--- src/rtl/keypad4x4_scan_pkg.sv ---
// Shared types and helpers for the 4x4 keypad scanner: debounce states, scan results,
// matrix geometry and column decode.
package keypad4x4_scan_pkg;

    localparam int unsigned ROWS = 4;
    localparam int unsigned COLS = 4;

    typedef enum logic [1:0] {
        StIdle,
        StPressWait,
        StHeld,
        StReleaseWait
    } deb_state_e;

    typedef enum logic [1:0] {
        ResNone,
        ResKey,
        ResMulti
    } scan_res_e;

    function automatic logic f_one_hot(input logic [COLS-1:0] i_v);
        return (i_v != '0) && ((i_v & (i_v - 1'b1)) == '0);
    endfunction

    // Index of the lowest set bit; only meaningful when exactly one bit is set.
    function automatic logic [1:0] f_col_idx(input logic [COLS-1:0] i_low);
        logic [1:0] v_idx;
        v_idx = 2'd0;
        for (int i = COLS - 1; i >= 0; i--) begin
            if (i_low[i]) v_idx = 2'(i);
        end
        return v_idx;
    endfunction

endpackage

--- src/rtl/keypad4x4_scan_debounce.sv ---
// Whole-scan debounce FSM for the keypad: accepts a press or release only after DEB_SCANS
// consecutive identical scan results, and holds the code/history/valid/down outputs.
module keypad4x4_scan_debounce
    import keypad4x4_scan_pkg::*;
#(
    parameter int unsigned DEB_SCANS = 4
) (
    input  logic        i_clk,
    input  logic        i_rst,
    input  logic        i_scan_done,
    input  logic        i_scan_key,
    input  logic [3:0]  i_scan_code,
    output logic [3:0]  o_key_code,
    output logic        o_key_valid,
    output logic        o_key_down,
    output logic [15:0] o_key_hist
);

    localparam logic [2:0] DebTarget = 3'(DEB_SCANS);

    deb_state_e r_state;
    logic [2:0] r_cnt;
    logic [3:0] r_cand;
    logic [2:0] w_cnt_inc;
    logic       w_reach;

    assign w_cnt_inc = r_cnt + 3'd1;
    assign w_reach   = (w_cnt_inc == DebTarget);

    always_ff @(posedge i_clk or posedge i_rst) begin
        if (i_rst) begin
            r_state     <= StIdle;
            r_cnt       <= 3'd0;
            r_cand      <= 4'd0;
            o_key_code  <= 4'd0;
            o_key_valid <= 1'b0;
            o_key_down  <= 1'b0;
            o_key_hist  <= 16'd0;
        end else begin
            o_key_valid <= 1'b0;
            if (i_scan_done) begin
                unique case (r_state)
                    StIdle: begin
                        if (i_scan_key) begin
                            r_cand <= i_scan_code;
                            r_cnt  <= 3'd1;
                            if (DebTarget == 3'd1) begin
                                o_key_code  <= i_scan_code;
                                o_key_hist  <= {o_key_hist[11:0], i_scan_code};
                                o_key_valid <= 1'b1;
                                o_key_down  <= 1'b1;
                                r_state     <= StHeld;
                            end else begin
                                r_state <= StPressWait;
                            end
                        end
                    end
                    StPressWait: begin
                        if (!i_scan_key) begin
                            r_state <= StIdle;
                        end else if (i_scan_code == r_cand) begin
                            r_cnt <= w_cnt_inc;
                            if (w_reach) begin
                                o_key_code  <= r_cand;
                                o_key_hist  <= {o_key_hist[11:0], r_cand};
                                o_key_valid <= 1'b1;
                                o_key_down  <= 1'b1;
                                r_state     <= StHeld;
                            end
                        end else begin
                            r_cand <= i_scan_code;
                            r_cnt  <= 3'd1;
                        end
                    end
                    // No auto-repeat: any key while held just keeps the hold alive.
                    StHeld: begin
                        if (!i_scan_key) begin
                            if (DebTarget == 3'd1) begin
                                o_key_down <= 1'b0;
                                r_state    <= StIdle;
                            end else begin
                                r_cnt   <= 3'd1;
                                r_state <= StReleaseWait;
                            end
                        end
                    end
                    StReleaseWait: begin
                        if (i_scan_key) begin
                            r_state <= StHeld;
                        end else begin
                            r_cnt <= w_cnt_inc;
                            if (w_reach) begin
                                o_key_down <= 1'b0;
                                r_state    <= StIdle;
                            end
                        end
                    end
                    default: r_state <= StIdle;
                endcase
            end
        end
    end

endmodule

--- src/rtl/keypad4x4_scan.sv ---
// 4x4 matrix keypad scanner: prescaled row drive, column synchronizer and per-scan hit
// accumulator feeding the whole-scan debounce block.
module keypad4x4_scan
    import keypad4x4_scan_pkg::*;
#(
    parameter int unsigned DIV_W     = 11,
    parameter int unsigned DEB_SCANS = 4
) (
    input  logic        i_clk,
    input  logic        i_rst,
    input  logic [3:0]  i_col,
    output logic [3:0]  o_row,
    output logic [3:0]  o_key_code,
    output logic        o_key_valid,
    output logic        o_key_down,
    output logic [15:0] o_key_hist
);

    logic [DIV_W-1:0] r_div;
    logic [3:0]       r_sync1;
    logic [3:0]       r_sync2;
    logic [1:0]       r_ptr;
    logic             r_acc_hit;
    logic             r_acc_multi;
    logic [3:0]       r_acc_code;

    logic       w_tick;
    logic [1:0] w_ptr_nxt;
    logic [3:0] w_low;
    logic       w_one;
    logic       w_many;
    logic       w_base_hit;
    logic       w_base_multi;
    logic [3:0] w_base_code;
    logic       w_nxt_hit;
    logic       w_nxt_multi;
    logic [3:0] w_nxt_code;
    logic       w_scan_done;
    logic       w_scan_key;
    scan_res_e  w_scan_res;

    assign w_tick    = &r_div;
    assign w_ptr_nxt = r_ptr + 2'd1;
    assign w_low     = ~r_sync2;
    assign w_one     = f_one_hot(w_low);
    assign w_many    = (w_low != 4'd0) && !w_one;

    // Row 0 starts a fresh scan, so it ignores whatever the previous scan left behind.
    assign w_base_hit   = (r_ptr == 2'd0) ? 1'b0 : r_acc_hit;
    assign w_base_multi = (r_ptr == 2'd0) ? 1'b0 : r_acc_multi;
    assign w_base_code  = (r_ptr == 2'd0) ? 4'd0 : r_acc_code;

    assign w_nxt_hit   = w_base_hit | w_one;
    assign w_nxt_multi = w_base_multi | w_many | (w_one & w_base_hit);
    assign w_nxt_code  = w_one ? {r_ptr, f_col_idx(w_low)} : w_base_code;
    assign w_scan_done = w_tick && (r_ptr == 2'(ROWS - 1));

    always_comb begin
        w_scan_res = ResNone;
        if (w_nxt_multi) begin
            w_scan_res = ResMulti;
        end else if (w_nxt_hit) begin
            w_scan_res = ResKey;
        end
    end

    assign w_scan_key = (w_scan_res == ResKey);

    always_ff @(posedge i_clk or posedge i_rst) begin
        if (i_rst) begin
            r_div       <= '0;
            r_sync1     <= 4'hF;
            r_sync2     <= 4'hF;
            r_ptr       <= 2'd0;
            o_row       <= 4'b1110;
            r_acc_hit   <= 1'b0;
            r_acc_multi <= 1'b0;
            r_acc_code  <= 4'd0;
        end else begin
            r_div   <= r_div + DIV_W'(1);
            r_sync1 <= i_col;
            r_sync2 <= r_sync1;
            if (w_tick) begin
                r_acc_hit   <= w_nxt_hit;
                r_acc_multi <= w_nxt_multi;
                r_acc_code  <= w_nxt_code;
                r_ptr       <= w_ptr_nxt;
                o_row       <= ~(4'b0001 << w_ptr_nxt);
            end
        end
    end

    keypad4x4_scan_debounce #(
        .DEB_SCANS (DEB_SCANS)
    ) u_debounce (
        .i_clk       (i_clk),
        .i_rst       (i_rst),
        .i_scan_done (w_scan_done),
        .i_scan_key  (w_scan_key),
        .i_scan_code (w_nxt_code),
        .o_key_code  (o_key_code),
        .o_key_valid (o_key_valid),
        .o_key_down  (o_key_down),
        .o_key_hist  (o_key_hist)
    );

endmodule
--- config.mk ---
export PLATFORM = sky130hd
export DESIGN_NAME = keypad4x4_scan
export DESIGN_NICKNAME = d
export VERILOG_FILES = /design/src/rtl/keypad4x4_scan_pkg.sv /design/src/rtl/keypad4x4_scan_debounce.sv /design/src/rtl/keypad4x4_scan.sv
export SDC_FILE = /design/constraint.sdc
export NUM_CORES = 1
export LEC_CHECK = 0
export BUFFER_PORTS_ARGS = -buffer_cell sky130_fd_sc_hd__buf_4
export CORE_UTILIZATION = 62
export DETAILED_ROUTE_END_ITERATION = 6
export PLACE_DENSITY = 0.83
export SYNTH_ARGS = -nofsm -noshare
export SYNTH_HDL_FRONTEND = slang
export SYNTH_SLANG_ARGS = --single-unit
export TNS_END_PERCENT = 5
--- constraint.sdc ---
create_clock -name i_clk -period 6.6 [get_ports i_clk]
set_clock_uncertainty 0.05 [all_clocks]
set_input_delay 0.66 -clock i_clk [delete_from_list [all_inputs] [get_ports i_clk]]
set_output_delay 0.66 -clock i_clk [all_outputs]
set_load 0.05 [all_outputs]
==> results of run 1 <==
-- logic make-up (layout without fill, tap and decap cells) --
group | Yosys count | count (layout) | share of synthesized area, %
adder cells (fa/ha/maj) | 9 | 9 | 4.15
XOR/XNOR | 16 | 16 | 5.29
AO/OA/AOI/OAI | 35 | 35 | 9.16
buffers and inverters | 22 | 58 | 4.15
AND/OR/NAND/NOR | 58 | 58 | 11.9
flip-flops | 58 | 58 | 55.3
multiplexers | 21 | 21 | 10.1
-- metrics by stage --
step | area [um^2] | std cells | util [%]
after detailed placement | 2880 | 289 | 71.0
after global routing | 3080 | 305 | 75.9
after floorplan | 2650 | 219 | -
after global placement | 2880 | 289 | 71.0
final | 3080 | 305 | 75.9
after CTS | 3080 | 305 | 75.9
-- metal layers --
layer  vias to the layer above  GRT usage (%)
met5                         -              0
met4                         0           14.1
met3                        13           4.56
met2                        37           35.6
met1                       802           25.4
li1                        812              -
-- registers in the layout, summed over array words and instances (netlist names), named ones only --
name / count
o_row: 4
r_acc_code: 4
r_acc_hit: 1
r_acc_multi: 1
r_div: 11
r_ptr: 2
r_sync1: 4
r_sync2: 4
u_debounce.o_key_down: 1
u_debounce.o_key_hist: 16
u_debounce.o_key_valid: 1
u_debounce.r_cand: 4
u_debounce.r_cnt: 3
u_debounce.r_state: 1
-- final cells by class --
class	count	area share, %
Tap cell	50	2.03
Timing Repair Buffer	32	7.80
Clock buffer	14	5.28
Sequential cell	58	47.6
Inverter	10	1.22
Multi-Input combinational cell	139	34.9
Clock inverter	2	1.14
-- power by group through the flow --
stage               Combinational (W)  Clock [W]  Sequential, W
finish                      0.0000209   0.000321       0.000364
global placement            0.0000211          0       0.000370
CTS                         0.0000215   0.000329       0.000364
detailed placement          0.0000214          0       0.000370
global route                0.0000238   0.000342       0.000364
floorplan                   0.0000185          0       0.000367
-- worst max-delay path: stages (launching register included) --
cell      delay (ns)
dfrtp_1         0.43
inv_1           0.17
ha_1            0.31
nand2b_1        0.19
o21ai_1         0.08
a311o_1         0.39
xor2_1          0.18
nor4_4          0.50
nand3_4         0.35
mux2_1          0.41
-- worst paths after layout --
check	from	to	slack, ns
min reg2reg	r_sync1[1]	r_sync2[1]	0.31
max	r_ptr[0]	u_debounce.o_key_hist[4]	3.42
max reg2reg	r_ptr[0]	u_debounce.o_key_hist[4]	3.42
min in group asynchronous	i_rst	r_div[4]	0.46
max in group asynchronous	i_rst	r_ptr[0]	5.56
min	r_sync1[1]	r_sync2[1]	0.31
-- cells in the mapped netlist, types with 2 or more instances --
library cell  count  area share, %
nor2b_1           3           0.71
xnor2_1          10            3.3
o21ai_0           3           0.57
buf_4             4            1.1
o21ai_1          11            2.1
nand2b_1          7            1.7
nor2_1            6           0.85
dfrtp_1          47             44
mux2_4            9            5.1
buf_2             4           0.76
mux2_1            9            3.8
and3_1            3           0.71
xor2_1            6            2.0
o31ai_1           4            1.1
inv_1            10            1.4
o21a_1            3           0.85
nand3_1           5           0.94
dfstp_2          11             11
ha_1              8            3.8
nor3_1            4           0.76
nand2_1          21            3.0
a21oi_1           2           0.38
a22o_1            2           0.66
clkbuf_1          3           0.42
nand4b_1          2           0.66
mux2i_1           3            1.1
==> flow_summary.ini, run 1 <==
[global_routing]
grt_pass1_wl_mm = 6.91
antenna_found_initial = 0
grt_max_degree = 59
track_usage_pct = 21.6
grt_pass1_vias = 1591
overflow = 0

[die]
die_w_um = 67.4
initial_core_util_pct = 65.3
fp.dieH_um = 67.4
fp.coreArea_um2 = 4060
row_count = 23
dieArea_um2 = 4540
io_pins = 32

[cells_and_area]
num-fill-cells = 270
n_antenna_cell = 0
final_common_cell = dfrtp_1
regArea_um2 = 1470
final_cell_mix = dfrtp_1 (47), buf_4 (32), nand2_1 (21)
multi_input_area_um2 = 1080
syn2layout_area_growth_pct = 16.1
nNetsFinal = 264
layout-drive-gt1-share_pct = 27.8

[logic_synthesis]
synth-main-ff-cell = dfrtp_1
synth_edf_count = 0
synth_area_um2 = 2650
async_flop_share_pct = 100
synthCells = 219
synth_cell_types = 45
ys_ff_latch = 58
syn_avg_cell_area_um2 = 12.1
yosys_warnings = 0
ys_seq_area_share_pct = 55.3
syn-num-nets = 233

[timing]
maxSlewViolCount = 0
setup_tns_ns = 0
post-route-period-util_pct = 48.2
hold_viol_final = 0
whs_ns = 0.307
setup_viol = 0
max-slew-margin-rel_pct = 53.5
fmax_mhz = 314
worst_slack_ns = 3.42
worstMarginPinSlew_ns = 0.698
fin_crit_ns = 3.18
grt_setup_unrepaired = false

[detailed_routing]
drtPass1Iterations = 5
drc = 0
ant_nets = 0
via_per_inst = 5.46
highest_layer = met4
wirelength_mm = 4.28
vias = 1664
post_drt_wl_per_cell_um = 14.0
wl_met3_um = 168
wl_met1_mm = 2.01
wl_met2_mm = 2.00
drtIter0Drc = 99

[clock_tree]
h-tree-depth = 3
cts_root_buffer = clkbuf_8
cts-resized-gates = 0
post_cts_buffers = 0
clkTransAtPathRegs_ns = 0.06
cts_tree = yes
cts_buffers = 9
ctsLongestPathBuffers = 2
cts_hold_buf = 0
insertion_delay_ns = 0.33
numClockSinks = 58

[placement]
port_buffers = 31
post-place-ws_ns = 3.46
place_congestion = 0.798
hpwlAfterDp_mm = 2.94

[pwr]
clkPwrFrac_pct = 45.5
seq_power_share_pct = 51.6
netSwitchingPower_w = 0.000143
ir_drop_v = 0.000141
combPwrFrac_pct = 3.0
internal_power_w = 0.000563
p_total_w = 0.000706
power_leakage_nw = 1.55
power-per-cell-area_nw_per_um2 = 229
swShare_pct = 20.2

[job]
maxCapViolations = 0

[worst_hold_path]
timing.hold.worst.class = reg2reg
whs_path_depth = 0

[worst_setup_path]
end_kind = flip-flop
required_ns = 6.76
critPathLaunchType = flip-flop
path_max_fanout = 17
rr_worst_depth = 9
worstSetupPathType = reg2reg
cp.arrival_ns = 3.34

[outcome]
outcome = finished clean
No activity file was read; power rests on OpenSTA's default activity.
==> run 2, diff against run 1 <==
ABC_AREA = 1   (was default)
CORE_UTILIZATION = 58   (was 62)
PLACE_DENSITY = 0.78   (was 0.83)
clock period = 3.2 ns   (was 6.6 ns; I/O delays follow)
==> run 2 against run 1 <==
Effect of this change: the run now ends with DRC left; hold slack lost 0.27 ns; sequential cell count is the same; sequential share of layout area shrank 2.8 points; cell count grew 34%; die area grew 12%; routed wire length grew 20%; sequential power grew 110%; global-route usage grew 2.5 points; cell area grew 6.3%; synthesized cell count grew 44%; non-clock buffer count grew 2; synthesized area grew 4.8%; critical endpoint is now u_debounce.o_key_hist[7]; largest cell class unchanged.
==> flow_summary.ini, run 2 <==
[logic_synthesis]
ys_ff_latch = 58
yosysTopAreaCell = dfrtp_1
yosysMostFrequentCell = nand2_1
synth_edf_count = 0
syn_avg_cell_area_um2 = 8.79
synth-main-ff-cell = dfrtp_1
synthCells = 316
yosys-top-cells-area = dfrtp_1 (42%), nand2_1 (14%), dfstp_2 (10%), inv_1 (4.7%), ha_1 (3.6%)
synth_xor_area_share_pct = 3.15
yosys-top-cells-count = nand2_1 (104), dfrtp_1 (47), inv_1 (35), nand3_1 (16), o21ai_0 (14)
synthAdderAreaFrac_pct = 3.60
synth_top_family_by_area = simple AND/OR/NAND/NOR gates
syn-num-nets = 330
ys_seq_area_share_pct = 52.7
synthMuxAreaShare_pct = 0
synthSimpleGateAreaFrac_pct = 27.8
synth_compound_area_share_pct = 4.50
synth_area_um2 = 2780
async_flop_share_pct = 100
yosysTopAreaCellShare_pct = 42.3
synth_cell_types = 32
yosys_warnings = 0

[cells_and_area]
nNetsFinal = 367
multi_input_area_um2 = 1080
reg_top3 = u_debounce.o_key_hist (16), r_div (11)
stdcell_count = 410
final_common_cell = nand2_1
regMostFlops = u_debounce.o_key_hist
largest_reg_flops = 16
syn2layout_area_growth_pct = 17.8
num-fill-cells = 331
final_cell_mix = nand2_1 (104), dfrtp_1 (47), inv_1 (34)
n_antenna_cell = 0
regArea_um2 = 1470
layout-drive-gt1-share_pct = 24.9

[timing]
max-slew-margin-rel_pct = 64.6
post-route-period-util_pct = 72.5
fmax_mhz = 431
worstMarginPinSlew_ns = 0.531
setup_tns_ns = 0
maxSlewViolCount = 0
setup_viol = 0
fin_crit_ns = 2.32
hold_viol_final = 0
grt_setup_unrepaired = false

[clock_tree]
post_cts_buffers = 0
cts_tree = yes
cts_root_buffer = clkbuf_8
insertion_delay_ns = 0.34
clkTransAtPathRegs_ns = 0.07
cts_buffers = 9
ctsLongestPathBuffers = 2
h-tree-depth = 3
numClockSinks = 58

[die]
dieArea_um2 = 5070
initial_core_util_pct = 62.1
io_pins = 32
fp.dieH_um = 71.2
fp.coreArea_um2 = 4470
die_w_um = 71.2
row_count = 24

[global_routing]
grt_pass1_vias = 2096
overflow = 0
grt_max_degree = 33
grtUsageMet2_pct = 39.4
antenna_found_initial = 0
busiest_layer = met2
use_met3_pct = 8.26
met1_usage_pct = 28.7
grt_pass1_wl_mm = 9.12
track_usage_pct = 24.1

[worst_setup_path]
worstSetupPathType = reg2reg
cp.arrival_ns = 2.55
critPathLaunchType = flip-flop
critPathSlowestCell = dfrtp_1
path_max_fanout = 21
required_ns = 3.43
slowest_delay_ns = 0.41
end_kind = flip-flop
path_cells = inv_1, ha_1, nor2_1, inv_1, nand2_1, nand3_2, nor3_2, nand3_4, inv_2, nand2_1, nand2_1
crit_path_frequent_cell = nand2_1

[placement]
place_congestion = 0.967
hpwlAfterDp_mm = 3.63
dp.cells = 393
port_buffers = 31

[detailed_routing]
drtIter0Drc = 105
ant_nets = 0
wirelength_mm = 5.13
drc = 2
vias = 2132
drtPass1Iterations = 6
post_drt_wl_per_cell_um = 12.5
via_per_inst = 5.20

[pwr]
power-per-cell-area_nw_per_um2 = 494
power_leakage_nw = 1.72
ir_drop_v = 0.000539

[job]
maxCapViolations = 0

[outcome]
violations = DRC
outcome = finished, violations left

[worst_hold_path]
timing.hold.worst.class = in2reg
==> run 2: report_power, final <==
part / switching [W] / internal (W)
Sequential: 0.00000389 / 0.000743
Combinational: 0.0000500 / 0.0000215
Clock: 0.000282 / 0.000516
Total: 0.000336 / 0.00128
==> run 2: worst max-delay path, delay by kind of cell, from the launching register on <==
family	cells	cell delay, ns
adders and majority gates	1	0.24
buffers and inverters	3	0.45
DFF	1	0.41
and+or+nand+nor	7	1.12
==> run 2: final cells by class <==
cell class                 instances  area share (%)
sequential                        58            44.8
multi-input combinational        206            33.1
clock buffer                      11            4.01
inverter                          44            5.08
clock inverter                     5            3.13
timing repair buffer              34            7.87
tap                               52            1.99
==> run 2: repair_timing <==
item,4_1_cts,5_1_grt
endpoints found under the setup margin,0,0
hold buffers,1,0
hold endpoints to repair,19,0
resized for setup,0,0
==> run 2: kinds of logic (layout without fill, tap and decap cells) <==
| group | after synthesis | count (layout) |
|---|---|---|
| XOR/XNOR | 10 | 10 |
| flip-flops | 58 | 58 |
| AND/OR/NAND/NOR | 164 | 164 |
| AO/OA/AOI/OAI | 24 | 24 |
| buffers and inverters | 52 | 94 |
| adder cells (fa/ha/maj) | 8 | 8 |
==> run 2: final timing paths <==
| path | from | to | slack (ns) | cells past startpoint |
|---|---|---|---|---|
| worst max-delay path | r_ptr[1] | u_debounce.o_key_hist[7] | 0.88 | 11 |
| max in group asynchronous | i_rst | o_row[3] | 1.71 | 4 |
| worst max register to register | r_ptr[1] | u_debounce.o_key_hist[7] | 0.88 | 11 |
| min in group asynchronous | i_rst | r_div[3] | 0.53 | 3 |
| worst min register to register | r_sync1[3] | r_sync2[3] | 0.30 | 0 |
| worst min-delay path | i_col[2] | r_sync1[2] | 0.03 | 1 |
==> run 2: per-layer routing <==
metal / wire [um] / part of all wire (%) / vias to the layer above
li1: - / - / 1054
met1: 2310 / 45 / 1019
met2: 2470 / 48 / 46
met5: 0 / 0 / -
met4: 109 / 2.1 / 0
met3: 235 / 4.6 / 13
==> run 2: metrics by stage <==
stage	instance area, um^2	hold WS [ns]	setup WS, ns	power [W]	utilization [%]
2_1_floorplan	2780	0.274	1.30	0.000813	-
3_3_place_gp	3030	0.297	1.01	0.000830	67.7
3_5_place_dp	3030	0.297	0.922	0.000832	67.7
4_1_cts	3270	0.0162	0.887	0.00164	73.2
5_1_grt	3270	0.00698	0.593	0.00168	73.2
6_report	3270	0.0328	0.879	0.00162	73.2
==> run 3, diff against run 2 <==
ABC_AREA = 0   (was 1)
CORE_UTILIZATION = 57   (was 58)
PLACE_DENSITY = 0.77   (was 0.78)
clock period = 2.15 ns   (was 3.2 ns; I/O delays follow)
==> run 3 against run 2 <==
Effect of this change: the run ends with setup timing left; largest power group is now sequential cells; sequential power increased by 49%; via count decreased by 14%; global-route usage decreased by 1.4 points; clock power increased by 14%; sequential cell count unchanged; core utilization increased by 5.4 points; critical endpoint is now u_debounce.o_key_hist[3]; combinational power increased by 43%.
==> flow_summary.ini, run 3 (synthesis gave the netlist of run 1 again) <==
[cells_and_area]
stdcell_count = 343
regMostFlops = u_debounce.o_key_hist
nNetsFinal = 300
syn2layout_area_growth_pct = 30.8
layout-drive-gt1-share_pct = 40.5
final_common_cell = buf_4
design_area_um2 = 3470
n_antenna_cell = 0
final_cell_mix = buf_4 (61), dfrtp_1 (47), nand2_1 (21)
reg_top3 = u_debounce.o_key_hist (16), r_div (11)
largest_reg_flops = 16

[pwr]
seq_power_share_pct = 52.4
internal_power_w = 0.00167
power_leakage_nw = 1.75
netSwitchingPower_w = 0.000460
power-per-cell-area_nw_per_um2 = 613
clkPwrFrac_pct = 42.8
swShare_pct = 21.6
p_total_w = 0.00212
ir_drop_v = 0.000630
combPwrFrac_pct = 4.8

[worst_setup_path]
worstSetupPathType = reg2reg
cp.arrival_ns = 2.76
critPathLaunchType = flip-flop
crit_path_frequent_cell = xnor2_1
required_ns = 2.32
rr_worst_depth = 8
path_cells = xnor2_1, o211ai_2, mux2i_2, xnor2_1, nor4_4, nand3_4, buf_12, mux2_1
slowest_delay_ns = 0.59
critPathSlowestCell = dfstp_2
end_kind = flip-flop
r2r_setup_slack_ns = -0.44
path_buf_inv = 1
path_delay_family = multiplexers
timing.rr.end = u_debounce.o_key_hist[3]
r2r_start = r_sync2[0]
path_max_fanout = 17

[detailed_routing]
drtPass1Iterations = 4
drtIter0Drc = 53
wirelength_mm = 4.79
vias = 1826
via_per_inst = 5.32
post_drt_wl_per_cell_um = 14.0
ant_nets = 0
drc = 0

[timing]
maxSlewViolCount = 0
max-slew-margin-rel_pct = 67.1
worst_slack_ns = -0.437
setup_viol = 26
post-route-period-util_pct = 120
grt_setup_unrepaired = true
fin_crit_ns = 2.59
whs_ns = 0.305
hold_viol_final = 0
fmax_mhz = 387
worstMarginPinSlew_ns = 0.492

[clock_tree]
cts_root_buffer = clkbuf_8
cts_buffers = 9
ctsLongestPathBuffers = 2
insertion_delay_ns = 0.34
numClockSinks = 58
cts_tree = yes
clkTransAtPathRegs_ns = 0.06
h-tree-depth = 3

[worst_hold_path]
timing.hold.worst.class = reg2reg
hold_path.startpoint = r_sync1[0]
holdPathEnd = r_sync2[0]
whs_path_depth = 0

[global_routing]
antenna_found_initial = 0
grt_pass1_vias = 1824
grt_pass1_wl_mm = 8.29
track_usage_pct = 22.6
grt_max_degree = 36
overflow = 0

[placement]
port_buffers = 31
place_congestion = 0.804
post-place-ws_ns = -0.525
hpwlAfterDp_mm = 3.18
place_area_um2 = 3140
dp.cells = 320

[die]
fp.coreArea_um2 = 4410
initial_core_util_pct = 60.1
dieArea_um2 = 4930
row_count = 24
io_pins = 32
fp.dieH_um = 70.2
die_w_um = 70.2

[outcome]
outcome = finished, violations left
violations = setup timing

[job]
maxCapViolations = 0
==> run 3: routing by layer <==
| layer | vias to the layer above | GRT usage (%) | routed length, um |
|---|---|---|---|
| met2 | 41 | 35.8 | 2320 |
| met4 | 0 | 12.9 | 141 |
| met1 | 893 | 27.1 | 2110 |
| met5 | - | 0 | 0 |
| li1 | 880 | - | - |
| met3 | 12 | 7.65 | 214 |
==> run 3: worst max-delay path by stage <==
stage                     cells after the start                        to  startpoint  slack (ns)
after floorplan                              10  u_debounce.o_key_hist[0]    r_ptr[0]       -0.48
after global placement                        7  u_debounce.o_key_hist[6]  r_sync2[0]       -0.43
after detailed placement                      7  u_debounce.o_key_hist[7]  r_sync2[0]       -0.52
after CTS                                    10  u_debounce.o_key_hist[7]    r_ptr[1]       -0.42
after global routing                          8  u_debounce.o_key_hist[7]  r_sync2[0]       -0.53
final                                         8  u_debounce.o_key_hist[3]  r_sync2[0]       -0.44
==> run 3: what timing repair did <==
action / CTS / global route
pin swaps: 3 / 2
endpoints found under the setup margin: 26 / 27
resized for setup: 7 / 5
hold endpoints to repair: 16 / 0
hold buffers: 5 / 0
setup buffers: 1 / 1
==> run 3: metrics by stage <==
stage | utilization, % | TNS (ns)
4_1_cts | 77.8 | -8.45
5_1_grt | 78.5 | -11.84
6_report | 78.5 | -8.98
3_3_place_gp | 71.1 | -8.71
2_1_floorplan | - | -8.44
3_5_place_dp | 71.1 | -10.73
==> run 3: worst reg2reg max path, cell delays in order (launching register included) <==
cell      delay, ns
dfstp_2        0.59
xnor2_1        0.10
o211ai_2       0.26
mux2i_2        0.30
xnor2_1        0.14
nor4_4         0.40
nand3_4        0.11
buf_12         0.18
mux2_1         0.34
==> run 3: cell type report <==
| cell class | count | area, um^2 |
|---|---|---|
| clock buffers | 14 | 173 |
| clock inverters | 2 | 10.0 |
| fillers | 292 | 947 |
| inverters | 10 | 37.5 |
| multi-input cells | 139 | 1170 |
| flip-flops and latches | 58 | 1470 |
| well taps | 52 | 65.1 |
| repair buffers | 68 | 548 |
==> run 3: power by group through the flow <==
| stage | combinational (W) | clock (W) | sequential [W] |
|---|---|---|---|
| floorplan | 0.0000589 | 0 | 0.00113 |
| global placement | 0.0000857 | 0 | 0.00113 |
| detailed placement | 0.0000873 | 0 | 0.00113 |
| CTS | 0.0000985 | 0.000935 | 0.00111 |
| global route | 0.000113 | 0.000984 | 0.00111 |
| finish | 0.000102 | 0.000909 | 0.00111 |
